$ cat src/rtl/lfsr_word_serializer.sv
// lfsr_word_serializer
// Captures free-running LFSR words into a small circular FIFO and emits them
// MSB-first as a serial bit stream over a valid/ready handshake. The LFSR
// cannot be stalled, so words that arrive while the FIFO is full are dropped
// and counted in a saturating counter. All outputs are decoded from registers.

module lfsr_word_serializer #(
    parameter int WIDTH  = 28,
    parameter int DEPTH  = 4,
    parameter int DROP_W = 16
) (
    input  logic                     clk,
    input  logic                     resetn,
    input  logic [WIDTH-1:0]         in_data,
    input  logic                     in_valid,
    output logic                     out_bit,
    output logic                     out_valid,
    input  logic                     out_ready,
    output logic                     out_last,
    output logic [$clog2(DEPTH):0]   fifo_level,
    output logic [DROP_W-1:0]        drop_count
);

    // Pointer width, level width and bit counter width
    localparam int AW = $clog2(DEPTH);
    localparam int CW = $clog2(WIDTH);

    localparam logic [AW:0]       FULL_LEVEL = (AW + 1)'(DEPTH);
    localparam logic [AW:0]       LEVEL_ONE  = (AW + 1)'(1);
    localparam logic [AW-1:0]     PTR_ONE    = AW'(1);
    localparam logic [CW-1:0]     LAST_BIT   = CW'(WIDTH - 1);
    localparam logic [CW-1:0]     CNT_ONE    = CW'(1);
    localparam logic [DROP_W-1:0] DROP_ONE   = DROP_W'(1);
    localparam logic [DROP_W-1:0] DROP_MAX   = '1;

    typedef enum logic {
        IDLE  = 1'b0,
        SHIFT = 1'b1
    } state_t;

    state_t state;
    state_t state_next;

    logic [WIDTH-1:0] mem [DEPTH];
    logic [AW-1:0]    rd_ptr;
    logic [AW-1:0]    wr_ptr;
    logic [WIDTH-1:0] shreg;
    logic [CW-1:0]    bit_cnt;

    logic fifo_nonempty;
    logic fifo_full;
    logic bit_accept;
    logic last_accept;
    logic load;
    logic shift_en;
    logic clear_cnt;
    logic push;
    logic drop;

    // Handshake decodes derived from registered state only
    always_comb begin
        fifo_nonempty = 1'b0;
        fifo_full     = 1'b0;
        bit_accept    = 1'b0;
        last_accept   = 1'b0;
        fifo_nonempty = (fifo_level != '0);
        fifo_full     = (fifo_level == FULL_LEVEL);
        bit_accept    = (state == SHIFT) && out_ready;
        last_accept   = bit_accept && (bit_cnt == LAST_BIT);
    end

    // Next-state and shifter control; a finished word is followed directly
    // by the next one when the FIFO holds data, so there is no bubble
    always_comb begin
        state_next = state;
        load       = 1'b0;
        shift_en   = 1'b0;
        clear_cnt  = 1'b0;
        case (state)
            IDLE: begin
                if (fifo_nonempty) begin
                    load       = 1'b1;
                    state_next = SHIFT;
                end
            end
            SHIFT: begin
                if (last_accept) begin
                    if (fifo_nonempty) begin
                        load = 1'b1;
                    end else begin
                        shift_en   = 1'b1;
                        clear_cnt  = 1'b1;
                        state_next = IDLE;
                    end
                end else if (bit_accept) begin
                    shift_en = 1'b1;
                end
            end
            default: begin
                state_next = IDLE;
            end
        endcase
    end

    // Write acceptance: a full FIFO still takes a word when the head leaves
    // in the same cycle, otherwise the word is lost
    always_comb begin
        push = 1'b0;
        drop = 1'b0;
        if (in_valid) begin
            if (!fifo_full || load) begin
                push = 1'b1;
            end else begin
                drop = 1'b1;
            end
        end
    end

    // FSM state register
    always_ff @(posedge clk or negedge resetn) begin
        if (!resetn) begin
            state <= IDLE;
        end else begin
            state <= state_next;
        end
    end

    // FIFO storage; contents are meaningless while the level says empty
    always_ff @(posedge clk) begin
        if (push) begin
            mem[wr_ptr] <= in_data;
        end
    end

    // FIFO pointers and occupancy; pointers wrap naturally at DEPTH
    always_ff @(posedge clk or negedge resetn) begin
        if (!resetn) begin
            rd_ptr     <= '0;
            wr_ptr     <= '0;
            fifo_level <= '0;
        end else begin
            if (push) begin
                wr_ptr <= wr_ptr + PTR_ONE;
            end
            if (load) begin
                rd_ptr <= rd_ptr + PTR_ONE;
            end
            case ({push, load})
                2'b10:   fifo_level <= fifo_level + LEVEL_ONE;
                2'b01:   fifo_level <= fifo_level - LEVEL_ONE;
                default: fifo_level <= fifo_level;
            endcase
        end
    end

    // Shift register and bit position; the final shift of a word empties
    // the register so out_bit rests at 0 while idle
    always_ff @(posedge clk or negedge resetn) begin
        if (!resetn) begin
            shreg   <= '0;
            bit_cnt <= '0;
        end else if (load) begin
            shreg   <= mem[rd_ptr];
            bit_cnt <= '0;
        end else if (shift_en) begin
            shreg <= {shreg[WIDTH-2:0], 1'b0};
            if (clear_cnt) begin
                bit_cnt <= '0;
            end else begin
                bit_cnt <= bit_cnt + CNT_ONE;
            end
        end
    end

    // Saturating count of words lost to a full FIFO
    always_ff @(posedge clk or negedge resetn) begin
        if (!resetn) begin
            drop_count <= '0;
        end else if (drop && (drop_count != DROP_MAX)) begin
            drop_count <= drop_count + DROP_ONE;
        end
    end

    // Serial outputs decoded from registers
    always_comb begin
        out_valid = 1'b0;
        out_bit   = 1'b0;
        out_last  = 1'b0;
        out_valid = (state == SHIFT);
        out_bit   = shreg[WIDTH-1];
        out_last  = (state == SHIFT) && (bit_cnt == LAST_BIT);
    end

endmodule

$ cat config.mk
export PLATFORM = sky130hd
export DESIGN_NAME = lfsr_word_serializer
export DESIGN_NICKNAME = d
export VERILOG_FILES = /design/src/rtl/lfsr_word_serializer.sv
export SDC_FILE = /design/constraint.sdc
export NUM_CORES = 1
export LEC_CHECK = 0
export BUFFER_PORTS_ARGS = -buffer_cell sky130_fd_sc_hd__buf_2
export CAP_MARGIN = 25
export CORE_MARGIN = 2
export CORE_UTILIZATION = 35
export DETAILED_ROUTE_END_ITERATION = 16
export MAX_ROUTING_LAYER = met4
export PLACE_DENSITY_LB_ADDON = 0.2
export SYNTH_ARGS = -nofsm -noshare
export SYNTH_HDL_FRONTEND = slang
export SYNTH_SLANG_ARGS = --single-unit
$ cat constraint.sdc
create_clock -name clk -period 3.5 [get_ports clk]
set_input_delay 0.525 -clock clk [delete_from_list [all_inputs] [get_ports clk]]
set_output_delay 0.525 -clock clk [all_outputs]
set_load 0.02 [all_outputs]
### Word-level counts from Yosys, hierarchy flattened

Memory sizes are Yosys's and may differ from the RTL's.
Cells that the tools add are included.

| storage, ports and cells | value |
|---|---|
| bits in registers | 57 |
| bits in writable memories | 112 |
| output and inout bits | 22 |
| logic and storage cells | 52 |
| memories | 1 |

Memories:

| memory | depth | width | rd ports | clocked after memory_dff | wr ports | RTL line | RTL |
|---|---|---|---|---|---|---|---|
| mem | 4 | 28 | 1 | 0 | 1 | 44 | `logic [WIDTH-1:0] mem [DEPTH];` |

| cells by class | value |
|---|---|
| add/sub/neg operators | 6 |
| equality and inequality tests | 5 |
| multiplexer cells | 23 |
| bitwise operators | 1 |
| reductions and logical operators | 9 |

Operators with widths:

| cell | count |
|---|---|
| $mux W28 | 2 |
| $add A16 B1 Y16 const B | 1 |
| $ne A16 B16 Y1 const B | 1 |
| $mux W1 | 15 |
| $mux W5 | 3 |
| $pmux W3 S2 | 1 |
| $add A5 B1 Y5 const B | 1 |
| $eq A5 B5 Y1 const B | 1 |
| $add A2 B1 Y2 const B | 2 |
| $logic_and A1 B1 Y1 | 4 |
| $pmux W1 S2 | 2 |
| $reduce_bool A2 Y1 | 2 |
| $add A3 B1 Y3 const B | 1 |
| $eq A3 B3 Y1 const B | 1 |
| $reduce_bool A3 Y1 | 1 |
| $sub A3 B1 Y3 const B | 1 |
| $eq A2 B1 Y1 const B | 1 |
| $eq A2 B2 Y1 const B | 1 |
| $logic_not A1 Y1 | 1 |
| $logic_or A1 B1 Y1 | 1 |
| $not A1 Y1 | 1 |

### Longest topological paths before layout

| depth | value |
|---|---|
| depth in word-level cells | 9 |
| gate-level depth with buffers | 11 |
| mapped depth without buffers | 10 |

### Worst setup path after synthesis

OpenSTA, ideal clock, no wires.

| path | value |
|---|---|
| path type | reg-to-reg |
| start | register bit_cnt[0] |
| end | memory mem[0][0] (enable) |
| setup time | 0.387 ns |
| arrival time | 2.094 ns |
| slack | 1.018 ns |
| cell stages (with the launch flop) | 6 |
| path buffers | 0 |
| cells stage by stage | dfrtp_1 -> ha_1 -> and4b_4 -> a21boi_2 -> a31oi_1 -> and2_1 |

| between the ends | value |
|---|---|
| cells in the longest elaborated chain, start to end | 9 |

Ends and longest elaborated chain:

| what | RTL line | RTL |
|---|---|---|
| start: declaration | 48 | `logic [CW-1:0] bit_cnt;` |
| start signal: assignment | 170 | `bit_cnt <= bit_cnt + CNT_ONE;` |
| $eq A5 B5 Y1 | 69 | `last_accept = bit_accept && (bit_cnt == LAST_BIT);` |
| $logic_and A1 B1 Y1 | 69 |  |
| $mux W1 | 87 | `if (last_accept) begin` |
| $pmux W1 S2 | 79 | `case (state)` |
| $logic_or A1 B1 Y1 | 111 | `if (!fifo_full \|\| load) begin` |
| $mux W1 | 111 |  |
| $mux W1 | 110 | `if (in_valid) begin` |
| $mux W1 | 130 | `if (push) begin` |
| $mux W1 (not written as such) | 131 | `mem[wr_ptr] <= in_data;` |
| end: declaration | 44 |  |

Every way passes these cells.

### Worst setup path after layout

| path | value |
|---|---|
| start | register bit_cnt[0] |
| end | memory mem[1][23] (enable) |

Same word-level chain as after synthesis.

==> impl_metrics.ini <==
[sta]
maxSlewViolCount = 0
max_slew_margin_pct = 38.6
min_period_ps = 2490
worstMarginPinSlew_ps = 917
rsz0062_at_grt = false
worst_slack_ps = 1010
whs_ps = 17.7
setup_tns_ps = 0
setup-violations-final = 0
max_clock_freq_mhz = 402
finalHoldViolCount = 0
finClkSkew_ps = 11.5
post-route-period-util_pct = 71.1

[synthesis]
syn_inst = 459
ys_ff_latch = 169
yosysSeqAreaShare_pct = 69.6
synthArstFlopShare_pct = 33.7
yosys_warnings = 0
syn_avg_cell_area_um2 = 15.0
yosysMostFrequentCell = edfxtp_1
ys_types = 41
synth_top_area_share_pct = 48.9
syn_nets = 498
ys.flop_type = edfxtp_1
netlist_area_um2 = 6880
synth_top_area_cell = edfxtp_1
synth_edf_count = 112
synth_common_cells = edfxtp_1 (112), nand2_1 (74), dfrtp_1 (57)
synth.area.top_cells = edfxtp_1 (49%), dfrtp_1 (21%), mux4_2 (9.2%)

[cells_and_area]
layout.area.seq_um2 = 4790
multiInputGateArea_um2 = 1980
final_cell_area_um2 = 8100
fin_cells = 801
syn_to_final_growth_pct = 17.8
fin_nets = 562
drive_gt1_share_pct = 25.0
final_util_pct = 41.8
fill_cells = 1837
diodes = 0

[detailed_routing]
routed_wl_um = 12900
wl_per_cell_um = 16.1
drc = 0
vias = 3874
drtPass1Iterations = 4
drtAntennaViolNets = 0
vias_per_cell = 4.84
drtIter0Drc = 175

[cts]
clk-insertion-delay-late_ps = 420
htreeDepth = 4
clk_pin_slew_ps = 60
clockRootBuffer = clkbuf_16
clockBufferDepth = 2
cts_tree = built
cts_resized = 0
clkSinkCount = 169
post_cts_buffers = 0
holdBufCountCts = 0
cts_buffers = 17

[flow_run]
drv_cap = 0

[die]
core_area_um2 = 19400
fp-row-count = 51
die_w_um = 144
io_pins = 54
die_h_um = 144
dieArea_um2 = 20800
start_util_pct = 35.5

[place]
portBuffers = 53
dp_cells = 768
dpl_cell_area_um2 = 7470
gp_congestion = 0.791
dp_worst_setup_slack_ps = 1010
hpwlAfterDp_um = 7780

[critical_path]
end_kind = register
crit_type = reg -> reg
cp_data_arrival_time_ps = 2550
cp.required_ps = 3560
critPathMaxFanout = 28
start_kind = register

[pwr]
p_total_mw = 6.28
peakVddDrop_v = 0.000344
swShare_pct = 29.2
clockPowerShare_pct = 30.7
p_sw_mw = 1.84
p_per_area_nw_per_um2 = 775
seqPwrFrac_pct = 46.2
leakage_nw = 3.00
comb_power_share_pct = 23.2
intPower_mw = 4.44

[global_routing]
track_usage_pct = 13.9
grt_pass1_vias = 3925
antenna_found_initial = 0
grt_max_degree = 55
grt_pass1_wl_um = 21000
grt.overflow.total = 0

[worst_hold_path]
hold_path.class = in -> async

[status]
status = finished clean
[layer usage]
layer / GRT usage [%] / share of wire (%) / vias to the layer above
met4: 5.16 / 1.4 / 0
met3: 3.51 / 3.9 / 15
met1: 17.9 / 46 / 1948
li1: - / - / 1843
met5: - / 0 / -
met2: 21.6 / 48 / 68
[kinds of logic (layout without fill, tap and decap cells)]
| family | count (synthesis) | count (layout) | share of synthesized area (%) |
|---|---|---|---|
| AND/OR/NAND/NOR | 152 | 152 | 9.86 |
| multiplexers | 35 | 35 | 10.3 |
| adder cells (fa/ha/maj) | 7 | 7 | 1.38 |
| flip-flops | 169 | 169 | 69.6 |
| XOR/XNOR | 18 | 18 | 2.29 |
| AO/OA/AOI/OAI | 51 | 51 | 4.69 |
| buffers and inverters | 27 | 104 | 1.86 |
[sequential cells by signal (all words and copies together) (netlist names)]
| name | flops |
|---|---|
| out_valid | 1 |
| fifo_level | 3 |
| shreg | 28 |
| drop_count | 16 |
| rd_ptr | 2 |
| bit_cnt | 5 |
| wr_ptr | 2 |
| mem | 112 |
[power groups by stage]
stage	Combinational (mW)	Clock [mW]	Sequential [mW]
2_1_floorplan	1.05	0	2.90
3_3_place_gp	1.47	0	2.92
3_5_place_dp	1.49	0	2.94
4_1_cts	1.50	1.98	2.91
5_1_grt	1.65	2.06	2.96
6_report	1.45	1.93	2.90
[path summary, 6_finish.rpt]
path / cells after the start / slack [ps] / to / from
max: 6 / 1010 / mem[1][23] / bit_cnt[0]
min: 1 / 20 / bit_cnt[4] / resetn
max reg2reg: 6 / 1010 / mem[1][23] / bit_cnt[0]
min reg2reg: 2 / 510 / bit_cnt[1] / bit_cnt[1]
max in group asynchronous: 2 / 2910 / drop_count[0] / resetn
min in group clk: 1 / 320 / mem[2][7] / in_data[7]
[worst max-delay path: stages (launching register included)]
cell      delay (ps)
dfrtp_1          400
ha_1             260
and4b_4          290
a21boi_2         110
a31oi_1          460
and2_1           200
buf_4            410
[cells in the final DEF (no fill, tap or decap), types with 6 or more instances in the layout]
cell type / synthesis / layout
o21ai_0: 9 / 9
buf_4: 0 / 11
nand2_1: 74 / 74
nand4_1: 7 / 7
buf_2: 9 / 53
a31oi_1: 29 / 29
nand3_1: 12 / 12
ha_1: 6 / 6
nor2_1: 37 / 36
clkbuf_16: 0 / 17
and2_1: 6 / 6
dfrtp_1: 57 / 56
xnor2_1: 14 / 14
mux4_2: 28 / 28
inv_1: 7 / 7
edfxtp_1: 112 / 112
[area by class of cell]
cell class | instances | area share, %
clock buffer | 21 | 5.56
clock inverter | 11 | 1.98
inverter | 7 | 0.324
multi-input combinational | 263 | 24.4
sequential | 169 | 59.1
tap | 265 | 4.09
timing repair buffer | 65 | 4.54
(Power assumes the default switching activity.)
